## config.mk

```make
export PLATFORM = sky130hd
export DESIGN_NAME = b2b_input_merger
export DESIGN_NICKNAME = d
export VERILOG_FILES = /design/src/rtl/b2b_pkg.sv /design/src/rtl/b2b_word_classify.sv /design/src/rtl/b2b_input_merger.sv
export SDC_FILE = /design/constraint.sdc
export NUM_CORES = 1
export LEC_CHECK = 0
export ABC_CLOCK_PERIOD_IN_PS = 2950
export BUFFER_PORTS_ARGS = -buffer_cell sky130_fd_sc_hd__buf_2
export CORE_AREA = 4 4 389 391
export DETAILED_ROUTE_END_ITERATION = 12
export DIE_AREA = 0 0 393 395
export PLACE_DENSITY = 0.31
export REMOVE_ABC_BUFFERS = 1
export SLEW_MARGIN = 20
export SYNTH_ARGS = -nofsm -noshare
export SYNTH_HDL_FRONTEND = slang
export SYNTH_SLANG_ARGS = --single-unit
```

## constraint.sdc

```tcl
create_clock -name clock -period 2.95 [get_ports clock]
set_input_delay 0.1475 -clock clock [delete_from_list [all_inputs] [get_ports clock]]
set_output_delay 0.1475 -clock clock [all_outputs]
set_load 0.01 [all_outputs]
```

## src/rtl/b2b_pkg.sv

```systemverilog
// Shared constants, word/state enums and field helpers for the
// board-to-board input merger.
package b2b_pkg;

    localparam int         WORD_W       = 65;
    localparam logic [7:0] B2B_HDR_FLAG = 8'hAB;
    localparam logic [7:0] B2B_FTR_FLAG = 8'hCD;

    typedef enum logic [1:0] {
        WC_DATA = 2'd0,
        WC_HDR  = 2'd1,
        WC_FTR  = 2'd2
    } wclass_t;

    typedef enum logic [1:0] {
        ST_IDLE = 2'd0,
        ST_HDR  = 2'd1,
        ST_DATA = 2'd2,
        ST_FTR  = 2'd3
    } state_t;

    function automatic logic [31:0] l0id(
        input logic [WORD_W-1:0] w
    );
        return w[31:0];
    endfunction

endpackage

```

## src/rtl/b2b_word_classify.sv

```systemverilog
// Word classifier: header/footer/data class and L0ID of one word.
// Ports: word in; wclass, word_l0id out (combinational).
module b2b_word_classify
    import b2b_pkg::*;
#(
    parameter int         DATA_WIDTH = WORD_W,
    parameter logic [7:0] HDR_FLAG   = B2B_HDR_FLAG,
    parameter logic [7:0] FTR_FLAG   = B2B_FTR_FLAG
) (
    input  logic [DATA_WIDTH-1:0] word,
    output wclass_t               wclass,
    output logic [31:0]           word_l0id
);

    always_comb begin
        wclass = WC_DATA;
        if (word[DATA_WIDTH-1]) begin
            if (word[63:56] == HDR_FLAG)
                wclass = WC_HDR;
            else if (word[63:56] == FTR_FLAG)
                wclass = WC_FTR;
        end
    end

    assign word_l0id = l0id(word);

endmodule

```

## src/rtl/b2b_input_merger.sv

```systemverilog
// Merges per-event fragments from N FWFT input FIFOs into one stream.
// Ports: clock/reset, in_data/in_empty/in_rd_en per input, out_data/
// out_wren/out_almost_full downstream, event_done, err_*, busy.
module b2b_input_merger
    import b2b_pkg::*;
#(
    parameter int         DATA_WIDTH         = 65,
    parameter int         TOTAL_INPUT_BOARDS = 14,
    parameter logic [7:0] HDR_FLAG           = 8'hAB,
    parameter logic [7:0] FTR_FLAG           = 8'hCD
) (
    input  logic                  clock,
    input  logic                  reset,
    input  logic [DATA_WIDTH-1:0] in_data  [TOTAL_INPUT_BOARDS],
    input  logic                  in_empty [TOTAL_INPUT_BOARDS],
    output logic                  in_rd_en [TOTAL_INPUT_BOARDS],
    output logic [DATA_WIDTH-1:0] out_data,
    output logic                  out_wren,
    input  logic                  out_almost_full,
    output logic                  event_done,
    output logic                  err_l0id_mismatch,
    output logic                  err_framing,
    output logic                  busy
);

    localparam int N     = TOTAL_INPUT_BOARDS;
    localparam int IDX_W = $clog2(N);
    localparam logic [IDX_W-1:0] LAST_IDX = IDX_W'(N - 1);
    localparam logic [DATA_WIDTH-1:0] SYNTH_FTR =
        {1'b1, FTR_FLAG, {(DATA_WIDTH-9){1'b0}}};

    state_t                state;
    logic [IDX_W-1:0]      idx;
    logic [DATA_WIDTH-1:0] hdr_q;
    logic [DATA_WIDTH-1:0] ftr_q;
    logic                  stall;

    wclass_t               in_class [N];
    logic [31:0]           in_l0id  [N];
    logic [DATA_WIDTH-1:0] head;
    wclass_t               head_class;
    logic [31:0]           unused_head_l0id;

    logic                  all_hdr;
    logic                  l0id_diff;
    logic                  drop_hit;
    logic [IDX_W-1:0]      drop_idx;

    for (genvar gi = 0; gi < N; gi++) begin : g_cls
        b2b_word_classify #(
            .DATA_WIDTH (DATA_WIDTH),
            .HDR_FLAG   (HDR_FLAG),
            .FTR_FLAG   (FTR_FLAG)
        ) u_cls (
            .word      (in_data[gi]),
            .wclass    (in_class[gi]),
            .word_l0id (in_l0id[gi])
        );
    end

    assign head = in_data[idx];

    b2b_word_classify #(
        .DATA_WIDTH (DATA_WIDTH),
        .HDR_FLAG   (HDR_FLAG),
        .FTR_FLAG   (FTR_FLAG)
    ) u_head_cls (
        .word      (head),
        .wclass    (head_class),
        .word_l0id (unused_head_l0id)
    );

    assign stall = out_almost_full;
    assign busy  = (state != ST_IDLE);

    // Header alignment check and lowest-index stray-word finder.
    always_comb begin
        all_hdr   = 1'b1;
        l0id_diff = 1'b0;
        drop_hit  = 1'b0;
        drop_idx  = '0;
        for (int i = 0; i < N; i++) begin
            if (in_empty[i] || in_class[i] != WC_HDR)
                all_hdr = 1'b0;
            if (in_l0id[i] != in_l0id[0])
                l0id_diff = 1'b1;
        end
        for (int i = N - 1; i >= 0; i--) begin
            if (!in_empty[i] && in_class[i] != WC_HDR) begin
                drop_hit = 1'b1;
                drop_idx = IDX_W'(i);
            end
        end
    end

    // Pops and error pulses are combinational so they line up
    // with the pop itself; reset masks them so nothing drains
    // while the block is being cleared.
    always_comb begin
        for (int i = 0; i < N; i++)
            in_rd_en[i] = 1'b0;
        err_framing       = 1'b0;
        err_l0id_mismatch = 1'b0;
        if (!reset && !stall) begin
            unique case (state)
                ST_IDLE: begin
                    if (all_hdr) begin
                        for (int i = 0; i < N; i++)
                            in_rd_en[i] = 1'b1;
                        err_l0id_mismatch = l0id_diff;
                    end else if (drop_hit) begin
                        in_rd_en[drop_idx] = 1'b1;
                        err_framing        = 1'b1;
                    end
                end
                ST_DATA: begin
                    if (!in_empty[idx]) begin
                        // A header here means the footer went missing;
                        // leave it for the next event.
                        if (head_class == WC_HDR)
                            err_framing = 1'b1;
                        else
                            in_rd_en[idx] = 1'b1;
                    end
                end
                default: ;
            endcase
        end
    end

    always_ff @(posedge clock) begin
        if (reset) begin
            state      <= ST_IDLE;
            idx        <= '0;
            hdr_q      <= '0;
            ftr_q      <= '0;
            out_data   <= '0;
            out_wren   <= 1'b0;
            event_done <= 1'b0;
        end else begin
            out_wren   <= 1'b0;
            event_done <= 1'b0;
            if (!stall) begin
                unique case (state)
                    ST_IDLE: begin
                        if (all_hdr) begin
                            hdr_q <= in_data[0];
                            state <= ST_HDR;
                        end
                    end
                    ST_HDR: begin
                        out_data <= hdr_q;
                        out_wren <= 1'b1;
                        idx      <= '0;
                        state    <= ST_DATA;
                    end
                    ST_DATA: begin
                        if (!in_empty[idx]) begin
                            if (head_class == WC_DATA) begin
                                out_data <= head;
                                out_wren <= 1'b1;
                            end else begin
                                if (idx == '0)
                                    ftr_q <= (head_class == WC_FTR) ?
                                             head : SYNTH_FTR;
                                if (idx == LAST_IDX)
                                    state <= ST_FTR;
                                else
                                    idx <= idx + 1'b1;
                            end
                        end
                    end
                    ST_FTR: begin
                        out_data   <= ftr_q;
                        out_wren   <= 1'b1;
                        event_done <= 1'b1;
                        state      <= ST_IDLE;
                    end
                    default: state <= ST_IDLE;
                endcase
            end
        end
    end

endmodule

```

==> tab_implementation.tex <==
\begin{tabular}{lr}
\hline
Metric & Value \\
\hline
\multicolumn{2}{l}{\textbf{Status}} \\
Status & finished, violations left \\
Violated checks & setup timing \\
\multicolumn{2}{l}{\textbf{Power}} \\
Final Power & 8.82 mW \\
VDD IR-drop max & 0.000429 V \\
Leakage power total & 12.8 nW \\
P per Cell Area & 266 nW/µm² \\
\multicolumn{2}{l}{\textbf{Timing}} \\
RSZ-0062 raised after global routing & true \\
Worst setup margin & -0.925 ns \\
Total negative slack & -76.82 ns \\
Final min period & slightly below 4 ns \\
Final worst-path cycle share & 131\% \\
Highest Clock Rate & 0.258 GHz \\
Relative slew margins & 30.9\% \\
Worst clock skew on the final layout & $\sim$0.024 ns \\
Final Setup Violations & 152 \\
Max-slew violation count & 0 \\
Hold Vio Cnt, Final & 0 \\
Slew at the pin closest to its max-slew limit & 1.04 ns \\
\multicolumn{2}{l}{\textbf{Worst setup path}} \\
Slowest cell on the critical path & mux4\_2 \\
CP Data Required Time & 2.80 ns \\
Crit path buffers/inverters & 3 \\
Cell chain of the critical path & mux4\_2 > and2\_4 > or3\_4 > or4\_4 > nor3\_4 > a2111oi\_4 > buf\_4 > buf\_12 > and2\_4 > a211o\_1 > buf\_2 \\
Arrival time of data at the critical path endpoint & 3.73 ns \\
Worst Path Max Fanout & 3 \\
Critical path's top delay family & simple AND/OR/NAND/NOR gates \\
Kind of critical path & reg -> out \\
Endpoint kind of the worst setup timing path & output port \\
Critical path's largest stage delay & roughly 0.54 ns \\
Cell occurring most often along the worst timing path & and2\_4 \\
Type of element launching the critical path & register \\
\multicolumn{2}{l}{\textbf{Logic synthesis}} \\
Mean post-synth cell area & 8.33 µm² \\
Post-synth top area cell & mux4\_2 \\
Ranking of synthesized cells by instance count & 224 x nand2\_1, 215 x a21oi\_1, 205 x o21ai\_0, 203 x dfxtp\_1, 187 x mux4\_2 \\
Cell types occupying the most area after synthesis & mux4\_2 21\%, dfxtp\_1 20\%, mux2i\_1 6.4\% \\
Post-synth EDFFs & 0 \\
Netlist cell types & 74 \\
Mapped Area & 20,500 µm² \\
Share of the yosys chip area belonging to registers & approximately a fifth \\
Most common cell in the netlist & nand2\_1 \\
Post-synthesis async set-or-reset flop share & 0\% \\
Primary FF master, synth & dfxtp\_1 \\
Cells after synthesis & 2,464 \\
Share of the synthesized area in the top cell type & $\sim$21\% \\
Syn. warnings & 0 \\
Register bit total from synthesis & 203 \\
\multicolumn{2}{l}{\textbf{Detailed routing}} \\
Number of DRC violations after detailed-routing iteration 0 & about 1,900 \\
WL per Instance & 33.7 µm \\
Overall routed net length & 192 mm \\
DRC violation count after routing & 0 \\
Routed via count divided by cell count & 4.73 \\
Overall via count from detail\_route & approximately 27,000 \\
Number of nets still failing antenna checks after routing & 0 \\
First-pass iteration count of the detailed router & 5 \\
\multicolumn{2}{l}{\textbf{Clock tree}} \\
Register clock-pin slew on the reported worst setup and hold paths & $\sim$0.060 ns \\
Sink Count & 203 \\
H-tree depth & 1 \\
Total clock buffers created by CTS & 29 \\
Latest clock arrival within the worst-skew pair & 0.60 ns \\
CTS Root Buffer Type & clkbuf\_16 \\
TritonCTS clock tree & built \\
Max clock buf depth & 3 \\
\multicolumn{2}{l}{\textbf{Place}} \\
Buffers on Ports & 1,010 \\
Area after detailed placement & between 20,000 and 30,000 µm² \\
Placed insts & 5,504 \\
Half-perimeter wire length after placement & 158 mm \\
GP Congestion & between 0.9 and 1 \\
\multicolumn{2}{l}{\textbf{GRT}} \\
Maximum number of pins on one net before global-route repair & 88 \\
GR Util met3 & 3.68\% \\
Via count of the first global-routing pass & 27,600 \\
Met2 GRT Util & between 40\% and 50\% \\
Initial antenna violation count & 78 \\
Final global-route overflow total & 0 \\
Met1 track demand over resource in global routing & between 20\% and 30\% \\
First-pass GRT wire length & 250 mm \\
Total track usage & 23.4\% \\
Busiest grt layer & met2 \\
\multicolumn{2}{l}{\textbf{Floorplanning}} \\
Row Count & 141 \\
Starting density of the core & 13.9\% \\
Number of top-level design ports & 1,011 \\
Die H & 395 µm \\
Die X & 393 µm \\
Placeable core area & 147,000 µm² \\
Die Outline Area & 155,000 µm² \\
\multicolumn{2}{l}{\textbf{Final layout}} \\
Share of final-layout standard cells stronger than drive strength 1 & 46.0\% \\
Layout Utilization & 22.5\% \\
Final net count & 4,653 \\
Finished Layout Cells & 5,692 \\
Growth of design area from synthesis to finish & 61.5\% \\
Count of fill cells added during filler insertion & 16,600 \\
Non-Filler Cell Area, Final & $\sim$33,000 µm² \\
\multicolumn{2}{l}{\textbf{Flow run}} \\
Total of max-cap violations & 0 \\
\multicolumn{2}{l}{\textbf{Hold path}} \\
Hold Path Class & in -> reg \\
\hline
\end{tabular}
[path summary, 6_finish.rpt]
kind / cells after the start / slack (ns) / endpoint / startpoint
max: 11 / -0.92 / in_rd_en[11] / idx[0]
min: 4 / 0.06 / hdr_q[11] / in_data[856]
max reg2reg: 15 / -0.55 / out_data[5] / idx[1]
min reg2reg: 2 / 0.45 / hdr_q[46] / hdr_q[46]
[state kept, by name, indices dropped and copies added, names as in the netlist]
register / count
event_done: 1
idx: 4
out_wren: 1
hdr_q: 65
state: 2
ftr_q: 65
out_data: 65
[routing by layer]
layer / wire length (µm) / share of wire, % / vias up
li1: - / - / 12000
met2: 94000 / 49 / 1125
met3: 10800 / 5.6 / 243
met5: 89 / 0.046 / -
met4: 6640 / 3.5 / 16
met1: 80400 / 42 / 13500
[layout by cell type (no fill, tap or decap), types with 9 or more instances in the layout]
| master | Yosys | final |
|---|---|---|
| or4_1 | 22 | 22 |
| clkbuf_1 | 145 | 10 |
| nor3_1 | 73 | 69 |
| nand2_1 | 224 | 217 |
| mux2i_1 | 131 | 130 |
| mux2_2 | 13 | 10 |
| nor2_1 | 133 | 132 |
| o22ai_1 | 34 | 34 |
| clkbuf_16 | 0 | 32 |
| xor2_1 | 56 | 56 |
| a221oi_1 | 74 | 66 |
| nand2b_1 | 14 | 14 |
| nand3b_1 | 9 | 9 |
| inv_1 | 90 | 90 |
| buf_6 | 5 | 22 |
| diode_2 | 0 | 21 |
| buf_16 | 0 | 22 |
| nor3b_1 | 73 | 72 |
| nand3_1 | 102 | 101 |
| buf_12 | 0 | 49 |
| mux4_2 | 187 | 187 |
| buf_2 | 21 | 1001 |
| or3_1 | 29 | 28 |
| a31oi_1 | 14 | 13 |
| xnor2_1 | 52 | 51 |
| dlygate4sd3_1 | 0 | 49 |
| o21ai_0 | 205 | 152 |
| a221oi_2 | 3 | 11 |
| nand4_1 | 38 | 38 |
| and3_1 | 79 | 79 |
| dfxtp_1 | 203 | 199 |
| o21ai_1 | 0 | 44 |
| buf_4 | 20 | 289 |
| nor4_1 | 51 | 45 |
| a21oi_1 | 215 | 209 |
[timing repair]
action,in CTS,in global routing
hold buffers,49,0
gates cloned,23,3
hold endpoints to repair,49,0
pin swaps,38,29
setup endpoints to repair,153,153
buffers inserted,39,6
resized for setup,152,44
[per-stage QoR]
| step | hold WS, ns | setup WS [ns] |
|---|---|---|
| 2_1_floorplan | 0.214 | -12.06 |
| 3_3_place_gp | 0.418 | -0.691 |
| 3_5_place_dp | 0.420 | -0.625 |
| 4_1_cts | 0.0106 | -0.989 |
| 5_1_grt | 0.0443 | -1.03 |
| 6_report | 0.0595 | -0.925 |
[tightest hold or removal path, delay by kind of cell]
kind                   cells  cell delay [ns]
AOI/OAI and AO/OA          1             0.06
buffers and inverters      2             0.33
and+or+nand+nor            1             0.08
[logic make-up after synthesis]
kind of cell / share of synthesized area [%]
xor gates and xnor gates: 4.61
buffers and inverters: 6.38
and+or+nand+nor: 22.8
DFF: 19.8
adders and majority gates: 0.488
AOI/OAI and AO/OA: 18.2
muxes: 27.7
[report_power, final]
group	switching [mW]	total, mW	internal [mW]
clock	1.51	3.53	2.02
sequential	0.00000125	2.74	2.74
combinational	1.46	2.55	1.09
total	2.96	8.82	5.85
[cell type report]
cell class | instances | area [µm²] | share of cell area [%]
multi-input cells | 1950 | 15600 | 47.1
well taps | 1930 | 2410 | 7.29
diodes | 21 | 52.6 | 0.159
repair buffers | 1442 | 9720 | 29.3
flip-flops and latches | 203 | 4080 | 12.3
clock inverters | 10 | 88.8 | 0.268
clock buffers | 44 | 832 | 2.51
inverters | 92 | 347 | 1.05
(Power assumes the default switching activity.)
